===== src/rtl/raster_engine_if.sv =====
// Command, read-port and status bundle between the command processor / display
// stage (master) and the raster engine (slave).
interface raster_engine_if;
    logic [1:0] in_cmd;
    logic [2:0] in_x1;
    logic [2:0] in_y1;
    logic [2:0] in_x2;
    logic [2:0] in_y2;
    logic [2:0] in_width;
    logic [2:0] in_height;
    logic       cmd_ready;
    logic [2:0] rd_row;
    logic [7:0] rd_data;
    logic       busy;
    logic       done;
    logic       cmd_dropped;

    modport master (
        output in_cmd, in_x1, in_y1, in_x2, in_y2, in_width, in_height, cmd_ready, rd_row,
        input  rd_data, busy, done, cmd_dropped
    );

    modport slave (
        input  in_cmd, in_x1, in_y1, in_x2, in_y2, in_width, in_height, cmd_ready, rd_row,
        output rd_data, busy, done, cmd_dropped
    );
endinterface


===== src/rtl/raster_engine.sv =====
// 8x8 one-bit rasterizer: PIXEL / CLEAR / RECT / LINE, one framebuffer write per clock.
// Define RASTER_XOR_EN to make PIXEL, RECT and LINE toggle bits instead of setting them.
module raster_engine (
    input  logic           clk,
    input  logic           rst,
    raster_engine_if.slave bus
);
    typedef enum logic [2:0] {IDLE, PIXEL, CLEAR, RECT, LINE} state_t;

    state_t            state_q, state_d;
    logic [2:0]        x_q, x_d, y_q, y_d;
    logic [2:0]        x2_q, x2_d, y2_q, y2_d;
    logic [2:0]        dx_q, dx_d, dy_q, dy_d;
    logic              sx_q, sx_d, sy_q, sy_d;
    logic signed [4:0] err_q, err_d;
    logic [2:0]        row_end_q, row_end_d;
    logic [7:0]        col_mask_q, col_mask_d;
    logic              done_q, done_d, drop_q, drop_d;
    logic [7:0]        fb_q [8];

    // Rectangle extents use 4-bit sums so they clip at 7 instead of wrapping.
    logic [3:0] x_sum, y_sum;
    logic [2:0] x_end, y_end;
    logic [7:0] rect_mask;
    assign x_sum     = {1'b0, bus.in_x1} + {1'b0, bus.in_width};
    assign y_sum     = {1'b0, bus.in_y1} + {1'b0, bus.in_height};
    assign x_end     = x_sum[3] ? 3'd7 : x_sum[2:0];
    assign y_end     = y_sum[3] ? 3'd7 : y_sum[2:0];
    assign rect_mask = (8'hFF << bus.in_x1) & (8'hFF >> (3'd7 - x_end));

    logic [2:0] abs_dx, abs_dy;
    assign abs_dx = (bus.in_x2 >= bus.in_x1) ? bus.in_x2 - bus.in_x1 : bus.in_x1 - bus.in_x2;
    assign abs_dy = (bus.in_y2 >= bus.in_y1) ? bus.in_y2 - bus.in_y1 : bus.in_y1 - bus.in_y2;

    logic signed [5:0] e2, dx_s6, dy_s6;
    logic              step_x, step_y;
    assign e2     = {err_q, 1'b0};
    assign dx_s6  = {3'b000, dx_q};
    assign dy_s6  = {3'b000, dy_q};
    assign step_x = e2 > -dy_s6;
    assign step_y = e2 < dx_s6;

    logic       wr_en, wr_clear;
    logic [2:0] wr_row;
    logic [7:0] wr_mask, wr_data, row_cur;

    always_comb begin
        state_d    = state_q;
        x_d        = x_q;
        y_d        = y_q;
        x2_d       = x2_q;
        y2_d       = y2_q;
        dx_d       = dx_q;
        dy_d       = dy_q;
        sx_d       = sx_q;
        sy_d       = sy_q;
        err_d      = err_q;
        row_end_d  = row_end_q;
        col_mask_d = col_mask_q;
        done_d     = 1'b0;
        drop_d     = bus.cmd_ready && (state_q != IDLE);
        wr_en      = 1'b0;
        wr_clear   = 1'b0;
        wr_row     = y_q;
        wr_mask    = 8'd1 << x_q;
        case (state_q)
            IDLE: begin
                if (bus.cmd_ready) begin
                    case (bus.in_cmd)
                        2'b01: begin
                            if (bus.in_x1 == 3'd7 && bus.in_y1 == 3'd7) begin
                                state_d = CLEAR;
                                y_d     = 3'd0;
                            end else begin
                                state_d = PIXEL;
                                x_d     = bus.in_x1;
                                y_d     = bus.in_y1;
                            end
                        end
                        2'b10: begin
                            state_d = LINE;
                            x_d     = bus.in_x1;
                            y_d     = bus.in_y1;
                            x2_d    = bus.in_x2;
                            y2_d    = bus.in_y2;
                            dx_d    = abs_dx;
                            dy_d    = abs_dy;
                            sx_d    = bus.in_x2 < bus.in_x1;
                            sy_d    = bus.in_y2 < bus.in_y1;
                            err_d   = $signed({2'b00, abs_dx}) - $signed({2'b00, abs_dy});
                        end
                        2'b11: begin
                            state_d    = RECT;
                            y_d        = bus.in_y1;
                            row_end_d  = y_end;
                            col_mask_d = rect_mask;
                        end
                        default: ;
                    endcase
                end
            end
            PIXEL: begin
                wr_en   = 1'b1;
                state_d = IDLE;
                done_d  = 1'b1;
            end
            CLEAR: begin
                wr_en    = 1'b1;
                wr_clear = 1'b1;
                if (y_q == 3'd7) begin
                    state_d = IDLE;
                    done_d  = 1'b1;
                end else begin
                    y_d = y_q + 3'd1;
                end
            end
            RECT: begin
                wr_en   = 1'b1;
                wr_mask = col_mask_q;
                if (y_q == row_end_q) begin
                    state_d = IDLE;
                    done_d  = 1'b1;
                end else begin
                    y_d = y_q + 3'd1;
                end
            end
            LINE: begin
                wr_en = 1'b1;
                if (x_q == x2_q && y_q == y2_q) begin
                    state_d = IDLE;
                    done_d  = 1'b1;
                end else begin
                    // Both error updates are decided from the same e2 snapshot.
                    if (step_x) begin
                        err_d = err_d - $signed({2'b00, dy_q});
                        x_d   = sx_q ? x_q - 3'd1 : x_q + 3'd1;
                    end
                    if (step_y) begin
                        err_d = err_d + $signed({2'b00, dx_q});
                        y_d   = sy_q ? y_q - 3'd1 : y_q + 3'd1;
                    end
                end
            end
            default: state_d = IDLE;
        endcase

        row_cur = fb_q[wr_row];
        if (wr_clear) begin
            wr_data = 8'h00;
        end else begin
`ifdef RASTER_XOR_EN
            wr_data = row_cur ^ wr_mask;
`else
            wr_data = row_cur | wr_mask;
`endif
        end
    end

    always_ff @(posedge clk) begin
        if (rst) begin
            state_q    <= IDLE;
            x_q        <= '0;
            y_q        <= '0;
            x2_q       <= '0;
            y2_q       <= '0;
            dx_q       <= '0;
            dy_q       <= '0;
            sx_q       <= 1'b0;
            sy_q       <= 1'b0;
            err_q      <= '0;
            row_end_q  <= '0;
            col_mask_q <= '0;
            done_q     <= 1'b0;
            drop_q     <= 1'b0;
            for (int r = 0; r < 8; r++) begin
                fb_q[r] <= 8'h00;
            end
        end else begin
            state_q    <= state_d;
            x_q        <= x_d;
            y_q        <= y_d;
            x2_q       <= x2_d;
            y2_q       <= y2_d;
            dx_q       <= dx_d;
            dy_q       <= dy_d;
            sx_q       <= sx_d;
            sy_q       <= sy_d;
            err_q      <= err_d;
            row_end_q  <= row_end_d;
            col_mask_q <= col_mask_d;
            done_q     <= done_d;
            drop_q     <= drop_d;
            if (wr_en) begin
                fb_q[wr_row] <= wr_data;
            end
        end
    end

    assign bus.rd_data     = fb_q[bus.rd_row];
    assign bus.busy        = (state_q != IDLE);
    assign bus.done        = done_q;
    assign bus.cmd_dropped = drop_q;
endmodule


===== src/flat_wrapper.sv =====
// flat-port wrapper written by rule: the top's interface ports become plain ports
module raster_engine_flat 
  (clk, rst, bus_in_cmd, bus_in_x1, bus_in_y1, bus_in_x2, bus_in_y2, bus_in_width, bus_in_height, bus_cmd_ready, bus_rd_row, bus_rd_data, bus_busy, bus_done, bus_cmd_dropped);
  raster_engine_if bus_i ();
  input  logic clk;
  input  logic rst;
  input wire logic [$bits(bus_i.in_cmd)-1:0] bus_in_cmd;
  input wire logic [$bits(bus_i.in_x1)-1:0] bus_in_x1;
  input wire logic [$bits(bus_i.in_y1)-1:0] bus_in_y1;
  input wire logic [$bits(bus_i.in_x2)-1:0] bus_in_x2;
  input wire logic [$bits(bus_i.in_y2)-1:0] bus_in_y2;
  input wire logic [$bits(bus_i.in_width)-1:0] bus_in_width;
  input wire logic [$bits(bus_i.in_height)-1:0] bus_in_height;
  input wire logic [$bits(bus_i.cmd_ready)-1:0] bus_cmd_ready;
  input wire logic [$bits(bus_i.rd_row)-1:0] bus_rd_row;
  output wire logic [$bits(bus_i.rd_data)-1:0] bus_rd_data;
  output wire logic [$bits(bus_i.busy)-1:0] bus_busy;
  output wire logic [$bits(bus_i.done)-1:0] bus_done;
  output wire logic [$bits(bus_i.cmd_dropped)-1:0] bus_cmd_dropped;
  assign bus_i.in_cmd = bus_in_cmd;
  assign bus_i.in_x1 = bus_in_x1;
  assign bus_i.in_y1 = bus_in_y1;
  assign bus_i.in_x2 = bus_in_x2;
  assign bus_i.in_y2 = bus_in_y2;
  assign bus_i.in_width = bus_in_width;
  assign bus_i.in_height = bus_in_height;
  assign bus_i.cmd_ready = bus_cmd_ready;
  assign bus_i.rd_row = bus_rd_row;
  assign bus_rd_data = bus_i.rd_data;
  assign bus_busy = bus_i.busy;
  assign bus_done = bus_i.done;
  assign bus_cmd_dropped = bus_i.cmd_dropped;
  raster_engine u_core (.clk(clk), .rst(rst), .bus(bus_i));
endmodule

===== config.mk =====
export PLATFORM = sky130hd
export DESIGN_NAME = raster_engine_flat
export DESIGN_NICKNAME = d
export VERILOG_FILES = /design/src/rtl/raster_engine_if.sv /design/src/rtl/raster_engine.sv /design/src/flat_wrapper.sv
export SDC_FILE = /design/constraint.sdc
export NUM_CORES = 1
export LEC_CHECK = 0
export CAP_MARGIN = 10
export CORE_MARGIN = 4
export CORE_UTILIZATION = 60
export CTS_BUF_LIST = sky130_fd_sc_hd__clkbuf_4 sky130_fd_sc_hd__clkbuf_8 sky130_fd_sc_hd__clkbuf_16
export CTS_CLUSTER_SIZE = 30
export DETAILED_ROUTE_END_ITERATION = 8
export DONT_BUFFER_PORTS = 1
export GPL_TIMING_DRIVEN = 0
export PLACE_DENSITY_LB_ADDON = 0.08
export SETUP_SLACK_MARGIN = 0.15
export SLEW_MARGIN = 5
export SYNTH_ARGS = -nofsm -noshare
export SYNTH_HDL_FRONTEND = slang
export SYNTH_SLANG_ARGS = --single-unit

===== constraint.sdc =====
create_clock -name clk -period 9.2 [get_ports clk]
set_input_delay 1.84 -clock clk [delete_from_list [all_inputs] [get_ports clk]]
set_output_delay 1.84 -clock clk [all_outputs]
set_load 0.05 [all_outputs]

==> flow_summary.toml <==
[min_path]
min_to = "u_core.x2_q[0]$_SDFFE_PP0P_"
worstHoldStart = "u_core.x2_q[0]$_SDFFE_PP0P_"
min_path_cells = 2
hold_path_class = "reg -> reg"

[drt]
vias = 5277
vias_per_cell = 6.50
drt_iter0_drc = 535
routedWlPerCell_um = 21.5
dr.pass1.iters = 5
routed_wl_mm = 17.5
drtAntennaViolNets = 0
route.detailed.drc = 0

[synthesis]
yosys.area.top_type = "edfxtp_1"
synth-main-ff-cell = "edfxtp_1"
syn-cell-area_mm2 = 0.00703
netlist_instances = 653
synth.yosys.warnings = 0
syn_avg_cell_area_um2 = 10.8
postSynth.asyncResetShare_pct = 0
yosysSeqAreaShare_pct = 39.9
netlist_top_cells_area = "edfxtp_1, dfxtp_1, mux4_2"
syn_nets = 731
synth_edf_count = 64
synth_seq_cells = 108
synth.distinct_cells = 72
synth_top_area_share_pct = 27.3

[cts]
cts_resized = 0
path_clk_slew_ps = 70
cts_hold_repair.buffers = 0
cts_num_sinks = 108
htree_levels = 3
cts-root-buf = "clkbuf_16"
postCtsSetupRepairBufs = 0
cts.path.max_buffers = 2
clkLatencyLatePin_ps = 370
cts_made_buffers = 9
tritoncts = "done"

[die]
coreArea_mm2 = 0.0114
die_x_um = 116
io_pins = 37
die_h_um = 116
row_count = 39
dieArea_mm2 = 0.0135
start_util_pct = 61.5

[cells_and_area]
syn_to_final_growth_pct = 6.94
final_cells = 812
final_common_cell = "nor2_1"
nFillCells = 931
n_antenna_cell = 0
fin_util_pct = 65.8
final_cell_mix = "nor2_1, edfxtp_1, nand2_1, inv_1, dfxtp_1"
drive_gt1_share_pct = 13.9
layout.nets = 742

[global_routing]
grt.met1_usage_pct = 41.1
grt.overflow.total = 0
antenna_found_initial = 0
grt_usage_pct = 27.4
first_global_vias = 5124
met2_usage_pct = 40.5
grtUsageMet3_pct = 6.53
grt_max_degree = 20
grt.busiest_layer = "met1"
grt_pass1_wl_mm = 27.7

[timing]
setup_tns_ps = 0
slew-limit-headroom_pct = 52.1
finalHoldViolCount = 0
fmax_mhz = 181
tightest_slew_ps = 718
setup_violations = 0
grt_setup_unrepaired = "false"
fin_skew_ps = 9.37
hold_slack_ps = 474
period_needed_ps = 5520
fin_crit_sh_pct = 60.0
slew_violations = 0

[setup_path]
worstSetupPathType = "in -> out"
r2r-start = "u_core.dy_q[1]$_SDFFE_PP0P_"
r2r-end = "u_core.err_q[3]$_SDFFE_PP0P_"
endpoint_kind = "output pin"
r2r_cells = 16
worstPathRequired_ps = 7360
arrival_ps = 3680
path_max_fanout = 10
start_kind = "primary input"
rrSetupSlack_ps = 5140

[placed_design]
dp_hpwl_mm = 13.1
port_buffers = 0
gp_congestion = 0.942
placed_cells = 796

[power_and_ir_drop]
leakage_nw = 2.88
p_total_mw = 1.39
p_per_area_mw_per_mm2 = 185
vdd_ir_drop_max_uv = 177

[status]
status = "finished, final reports clean"

[run]
cap_violations = 0
## sequential cells by signal (all words and copies together), names as in the netlist, 3 cells and up, named ones only
signal	flops
u_core.col_mask_q	8
u_core.dx_q	3
u_core.row_end_q	3
u_core.state_q	3
u_core.x2_q	3
u_core.dy_q	3
u_core.y2_q	3
u_core.x_q	3
u_core.err_q	5
u_core.fb_q	64
u_core.wr_row	3
## worst max-delay path, stage by stage
cell and delay, ps:
clkbuf_1 350, clkbuf_1 600, mux4_2 460, mux2_2 420
## how the worst max path moves through the flow
stage	cells past startpoint	to	start	slack, ps
finish	4	bus_rd_data[5]	bus_rd_row[1]	3680
global route	4	bus_rd_data[2]	bus_rd_row[1]	3610
CTS	4	bus_rd_data[2]	bus_rd_row[1]	3700
detailed placement	4	bus_rd_data[2]	bus_rd_row[1]	3700
global placement	4	bus_rd_data[2]	bus_rd_row[1]	3720
floorplan	4	bus_rd_data[0]	bus_rd_row[0]	4090
## metal layers
metal,wire length (um),share of wire (%)
met1,7860,45
met2,7830,45
met3,1520,8.7
met4,266,1.5
met5,0,0
## report_power, final
group / internal, mW / switching, mW
Combinational: 0.164 / 0.253
Clock: 0.220 / 0.193
Sequential: 0.539 / 0.0193
Total: 0.924 / 0.466
## cell families (layout without fill, tap and decap cells)
| logic type | count (synthesis) | count (layout) | share of synthesized area (%) |
|---|---|---|---|
| AOI/OAI and AO/OA | 126 | 126 | 13.9 |
| xor gates and xnor gates | 16 | 16 | 1.99 |
| adders and majority gates | 52 | 52 | 10.3 |
| buffers and inverters | 81 | 97 | 4.98 |
| DFF | 108 | 108 | 39.9 |
| muxes | 59 | 59 | 15.2 |
| and+or+nand+nor | 211 | 211 | 13.8 |
## synthesized netlist by cell type, types with 4 or more instances
cell type / count
o21ai_1: 7
o21ai_0: 9
nor2b_1: 10
a21oi_1: 35
nand3_1: 8
dfxtp_1: 44
xor2_1: 8
mux4_2: 24
nand2_1: 50
mux4_1: 8
ha_1: 42
xnor2_1: 8
nand2b_1: 4
and3_1: 7
clkbuf_1: 17
a211oi_1: 13
o31ai_4: 6
a221oi_1: 6
mux2i_1: 7
nor3_1: 16
edfxtp_1: 64
buf_2: 10
nor2_1: 91
o21a_1: 6
mux2_2: 15
a31oi_1: 4
inv_1: 46
fa_1: 10
nor4_1: 5
mux2_4: 5
## metrics by stage
| step | instance area [um^2] | setup slack [ps] |
|---|---|---|
| after CTS | 7520 | 3700 |
| after global placement | 7210 | 3720 |
| after global routing | 7520 | 3610 |
| after floorplan | 7030 | 4090 |
| after detailed placement | 7210 | 3700 |
| final | 7520 | 3680 |
## final cells by class
cell class              count  area, um^2  share of cell area [%]
clock inverters             6        76.3                    1.02
multi-input cells         464        3870                    51.6
inverters                  46         173                    2.30
clock buffers              10         233                    3.10
well taps                 143         179                    2.38
flip-flops and latches    108        2800                    37.3
plain buffers              35         178                    2.36
Power figures use the tool's default switching activity.
